<file path="config.mk">
export PLATFORM = sky130hd
export DESIGN_NAME = data_memory_flat
export DESIGN_NICKNAME = d
export VERILOG_FILES = /design/src/rtl/data_memory_if.sv /design/src/rtl/data_memory.sv /design/src/flat_wrapper.sv
export SDC_FILE = /design/constraint.sdc
export NUM_CORES = 2
export LEC_CHECK = 0
export CAP_MARGIN = 20
export CORE_MARGIN = 2
export CORE_UTILIZATION = 65
export CTS_BUF_LIST = sky130_fd_sc_hd__clkbuf_8
export CTS_CLUSTER_SIZE = 20
export DETAILED_ROUTE_END_ITERATION = 8
export PLACE_DENSITY = 0.82
export SETUP_SLACK_MARGIN = 0.02
export SYNTH_ARGS = -nofsm -noshare
export SYNTH_HDL_FRONTEND = slang
export SYNTH_SLANG_ARGS = --single-unit
</file>
<file path="constraint.sdc">
create_clock -name clock -period 4.9 [get_ports clock]
set_input_delay 1.225 -clock clock [delete_from_list [all_inputs] [get_ports clock]]
set_output_delay 1.225 -clock clock [all_outputs]
set_load 0.02 [all_outputs]
</file>
<file path="src/rtl/data_memory_if.sv">
// data_memory_if
//   Bus between the data cache controller (master) and the word-organised
//   backing store (slave). Groups the request, data and handshake signals so
//   both ends see one consistent bundle.
//
//   read      : read request (block fill)
//   write     : write request (write-back)
//   address   : 6-bit word address
//   writedata : 32-bit word to store
//   readdata  : registered 32-bit read result
//   busywait  : high while a request is pending or in progress
//
//   Modports:
//     master : the cache side, drives requests and observes the handshake
//     slave  : the memory side, receives requests and returns data/handshake
interface data_memory_if;
  logic        read;
  logic        write;
  logic [5:0]  address;
  logic [31:0] writedata;
  logic [31:0] readdata;
  logic        busywait;

  modport master (
    output read,
    output write,
    output address,
    output writedata,
    input  readdata,
    input  busywait
  );

  modport slave (
    input  read,
    input  write,
    input  address,
    input  writedata,
    output readdata,
    output busywait
  );
endinterface

</file>
<file path="src/rtl/data_memory.sv">
// data_memory
//   Word-organised backing store downstream of the data cache. Holds DEPTH
//   words of 32 bits and serves block fills (reads) and write-backs (writes)
//   with a fixed access latency. Completion is signalled by busywait falling
//   for exactly one cycle (DONE) before the store becomes idle again, so the
//   cache always observes busywait low before it can issue its next request.
//
//   Parameters:
//     LATENCY : posedges from request acceptance to access commit (1..15)
//     DEPTH   : number of 32-bit words, must be 64 to match the 6-bit address
//
//   Ports:
//     clock   : single clock, all state changes on posedge
//     reset   : synchronous, active-low reset
//     mem_bus : data_memory_if.slave (read, write, address, writedata in;
//               readdata, busywait out)
//
//   Build option:
//     DATA_MEMORY_CLEAR_ON_RESET_EN : when defined, every reset posedge also
//     clears all words to zero; when undefined, reset leaves the storage
//     untouched.
module data_memory #(
  parameter int LATENCY = 5,
  parameter int DEPTH   = 64
) (
  input logic          clock,
  input logic          reset,
  data_memory_if.slave mem_bus
);

  typedef enum logic [1:0] {
    IDLE,
    BUSY,
    DONE
  } state_t;

  // The counter is loaded with LATENCY-1 so that the commit lands exactly
  // LATENCY posedges after the accepting edge.
  localparam logic [3:0] CNT_INIT = 4'(LATENCY - 1);

  state_t      state;
  state_t      next_state;
  logic [3:0]  cnt;
  logic [5:0]  addr_q;
  logic [31:0] wdata_q;
  logic        op_write_q;
  logic [31:0] readdata_q;
  logic        busy;
  logic        request;
  logic        commit;

  logic [31:0] mem [0:DEPTH-1];

  assign request = mem_bus.read | mem_bus.write;
  assign commit  = (state == BUSY) && (cnt == 4'd0);

  // State register.
  always_ff @(posedge clock) begin
    if (!reset) begin
      state <= IDLE;
    end else begin
      state <= next_state;
    end
  end

  // Next-state and handshake decode. busywait follows the request
  // combinationally in IDLE so the cache sees it in the same cycle it asks.
  // DONE unconditionally returns to IDLE, ignoring any request present, and
  // reset overrides everything so the cache never stalls on a held request.
  always_comb begin
    next_state = state;
    busy       = 1'b0;
    case (state)
      IDLE: begin
        busy = request;
        if (request) begin
          next_state = BUSY;
        end
      end
      BUSY: begin
        busy = 1'b1;
        if (cnt == 4'd0) begin
          next_state = DONE;
        end
      end
      DONE: begin
        busy       = 1'b0;
        next_state = IDLE;
      end
      default: begin
        next_state = IDLE;
      end
    endcase
    if (!reset) begin
      busy = 1'b0;
    end
  end

  // Request capture, latency counter and read result. Once accepted, only
  // the latched address/data/op are used, so the cache may change its
  // outputs freely while the access is in flight. When both read and write
  // are requested the write wins. readdata only changes on a read commit.
  always_ff @(posedge clock) begin
    if (!reset) begin
      cnt        <= 4'd0;
      addr_q     <= 6'd0;
      wdata_q    <= 32'd0;
      op_write_q <= 1'b0;
      readdata_q <= 32'd0;
    end else begin
      case (state)
        IDLE: begin
          if (request) begin
            addr_q     <= mem_bus.address;
            wdata_q    <= mem_bus.writedata;
            op_write_q <= mem_bus.write;
            cnt        <= CNT_INIT;
          end
        end
        BUSY: begin
          if (cnt != 4'd0) begin
            cnt <= cnt - 4'd1;
          end else if (!op_write_q) begin
            readdata_q <= mem[addr_q];
          end
        end
        default: begin
        end
      endcase
    end
  end

`ifdef DATA_MEMORY_CLEAR_ON_RESET_EN
  // Storage with clear-on-reset. A reset during BUSY wipes the array and
  // the pending write is dropped along with everything else.
  always_ff @(posedge clock) begin
    if (!reset) begin
      for (int i = 0; i < DEPTH; i++) begin
        mem[i] <= 32'd0;
      end
    end else if (commit && op_write_q) begin
      mem[addr_q] <= wdata_q;
    end
  end
`else
  // Storage that survives reset. The commit is still gated by reset so an
  // access aborted by reset never reaches the array.
  always_ff @(posedge clock) begin
    if (reset && commit && op_write_q) begin
      mem[addr_q] <= wdata_q;
    end
  end
`endif

  assign mem_bus.busywait = busy;
  assign mem_bus.readdata = readdata_q;

endmodule

</file>
<file path="src/flat_wrapper.sv">
// flat-port wrapper written by rule: the top's interface ports become plain ports
module data_memory_flat 
#(
  parameter int LATENCY = 5,
  parameter int DEPTH   = 64
)
  (clock, reset, mem_bus_read, mem_bus_write, mem_bus_address, mem_bus_writedata, mem_bus_readdata, mem_bus_busywait);
  data_memory_if mem_bus_i ();
  input logic clock;
  input logic reset;
  input wire logic [$bits(mem_bus_i.read)-1:0] mem_bus_read;
  input wire logic [$bits(mem_bus_i.write)-1:0] mem_bus_write;
  input wire logic [$bits(mem_bus_i.address)-1:0] mem_bus_address;
  input wire logic [$bits(mem_bus_i.writedata)-1:0] mem_bus_writedata;
  output wire logic [$bits(mem_bus_i.readdata)-1:0] mem_bus_readdata;
  output wire logic [$bits(mem_bus_i.busywait)-1:0] mem_bus_busywait;
  assign mem_bus_i.read = mem_bus_read;
  assign mem_bus_i.write = mem_bus_write;
  assign mem_bus_i.address = mem_bus_address;
  assign mem_bus_i.writedata = mem_bus_writedata;
  assign mem_bus_readdata = mem_bus_i.readdata;
  assign mem_bus_busywait = mem_bus_i.busywait;
  data_memory #(.LATENCY(LATENCY), .DEPTH(DEPTH)) u_core (.clock(clock), .reset(reset), .mem_bus(mem_bus_i));
endmodule
</file>
==> metrics.txt <==
Post-synth EDFFs=2,048; area of the multi-input gates=17,100 µm²; Clk Latency, worst-skew pair=1030 ps; slack of the critical path=964 ps; Slew @ Worst Pin=1270 ps; Yosys top cell by area=edfxtp_1; post-route cell area=90,900 µm²; critical path arrival=4530 ps; final hold vios=0; hold path endpoint=u_core.wdata_q[2]; largest net degree at the start of global routing=75; Post-CTS Hold Fix Bufs=0; FF-to-FF Start=u_core.cnt[0]; GRT overflow=0; Max Slew Vio Count=0; first-pass GRT wire length=332 mm; Area growth, synth to finish=12.0%; Starting DRT DRC Count=9,383; Num CTS Buffers=328; post-CTS sizing=0; final design utilization=73.4%; port bufs=74; DP Wirelength=136 mm; synthesis warning total=0; failing checks=design-rule violations; Die W=357 µm; Yosys cell types=66; fraction of layout instances using a drive strength above 1=19.7%; Avg WL per Cell=36.2 µm; Worst setup SP type=register; row cnt=129; top cells by area, synth=edfxtp_1, mux4_2, mux2i_1, a221oi_1, dfxtp_1; crit path kind=reg -> reg; synthesized area=81,100 µm²; Register-to-Register Path Depth=9; number of global-route vias before repair=47,349; Hold Crit Depth=2; io pins=75; CTS root buf=clkbuf_8; Hold Startpoint=u_core.wdata_q[2]; Fillers=6,528; GP Congestion=0.967; clock sinks=2,125; storage element area=63,100 µm²; # Post-CTS Setup Buffers=0; total number of vias=47,915; CTS HTree Levels=5; final wirelength=237 mm; Remaining DRCs=6; Non-Filler Instances=6,540; CP max FO=31; max cap viols=0; CORE AREA=124,000 µm²; status=finished with violations; slowest CP cell=nand2_1; final total power=41.4 mW; Synth top area share=75.8%; CTS tree=built; Setup crit start=u_core.cnt[0]; clk_skew=84.0 ps; worst r2r dst=u_core.mem[23][25]; CP cell instances=inv_1, ha_1, or3b_2, nor2_1, and3_1, and2_1, nand2_1, nor2_4, buf_4; placed insts=5,969; sequential-to-total area share from yosys stat=77.7%; Initial Utilization=65.5%; endpoints failing setup=0; flops & latches, synth=2,125; CTS clk-pin slew, worst paths=60 ps; initial antenna violation count=8; slew margin rel.=14.8%; Synth top cells by count=edfxtp_1, mux2i_1, a221oi_1; clock tree buffer depth=4; Post-DP Area=85,100 µm²; Critical Path Sink Type=register; Hold Crit Class=reg -> reg; VDD IR max=0.495 mV; leading cell type by number of instances after synthesis=edfxtp_1; GRT Total Usage=37.3%; DP Worst Slack=846 ps; Setup TNS=0 ps; DR pass1 iterations=9; PD cells=456 nW/µm²; DR vias/cell=7.33; Tcrit/Tclk final=80.3%; syn_area_per_cell=18.8 µm²; Post-Syn Nets=4,367; Final nets=4,707; post-route minimum period=3940 ps; CP max stage delay=570 ps; unrepaired setup endpoints after global routing=false; async set or reset register ratio after synthesis=0%; die area=128,000 µm²; worst path required time=5500 ps; Hold WS=491 ps; Syn Inst Count=4,323; Post-synth top flop=edfxtp_1; R2R Setup Slk=960 ps; Post-DRT Antenna Nets=0; die height=357 µm; Leak=29.2 nW; Max Freq=254 MHz
[state kept, by name (all words and copies together) (netlist names)]
register	cells
u_core.addr_q	6
u_core.cnt	4
u_core.mem	2048
u_core.mem_bus.readdata	32
u_core.op_write_q	1
u_core.state	2
u_core.wdata_q	32
[layout by cell type (no fill, tap or decap), drive strengths merged, types with 11 or more instances in the layout]
master / netlist / routed
edfxtp: 2048 / 2048
mux2i: 388 / 388
clkbuf: 97 / 346
a221oi: 229 / 229
buf: 190 / 223
mux4: 186 / 186
nor2: 184 / 184
nand2: 175 / 175
inv: 7 / 142
a22oi: 130 / 130
o21ai: 118 / 118
o22ai: 90 / 90
dfxtp: 77 / 77
clkinv: 0 / 74
clkdlybuf4s50: 0 / 73
a21oi: 71 / 71
nand3: 44 / 44
a21boi: 39 / 39
a31oi: 32 / 32
mux2: 31 / 31
o221a: 16 / 16
and3: 15 / 15
o22a: 14 / 14
nand4: 14 / 14
nor3: 13 / 13
o221ai: 11 / 11
and2: 11 / 11
[worst max path at each step]
stage | slack, ps | depth (start not counted) | endpoint
finish | 960 | 9 | u_core.mem[23][25]
global route | 870 | 9 | u_core.mem[23][25]
CTS | 960 | 4 | mem_bus_busywait
detailed placement | 850 | 6 | u_core.mem[23][1]
global placement | 900 | 6 | u_core.mem[44][2]
floorplan | 1360 | 4 | u_core.mem[15][0]
[metal layers]
metal,vias to the layer above,routed length (µm),track usage (%)
met2,4874,104000,54.3
met1,23555,74900,48.0
met5,-,190,0.667
li1,18518,-,-
met4,14,18500,24.3
met3,954,39400,13.6
[report_power, final]
| part | internal (mW) | leakage (nW) | switching [mW] |
|---|---|---|---|
| sequential | 20.8 | 19.4 | 0.381 |
| combinational | 2.03 | 6.34 | 4.80 |
| clock | 6.79 | 3.45 | 6.66 |
[final cells by class]
class	instances	share of cell area [%]
clock inverter	222	1.16
inverter	7	0.0330
sequential	2125	69.4
multi-input combinational	1904	18.8
antenna	3	0.00826
timing repair buffer	297	3.11
tap	1637	2.25
clock buffer	345	5.23
[logic make-up (layout without fill, tap and decap cells)]
family	Yosys count	after routing	share of synthesized area (%)
DFF	2125	2125	77.7
muxes	605	605	10.4
xor gates and xnor gates	2	2	0.0216
adders and majority gates	2	2	0.0309
and+or+nand+nor	487	487	2.61
buffers and inverters	294	871	1.95
AOI/OAI and AO/OA	808	808	7.28
other	0	3	0
[critical path, delay by kind of cell (launching register included)]
family / cells / cell delay [ps]
AND/OR/NAND/NOR: 6 / 2340
buffers and inverters: 2 / 610
flip-flops: 1 / 340
adder cells (fa/ha/maj): 1 / 180
Power figures use the tool's default switching activity.
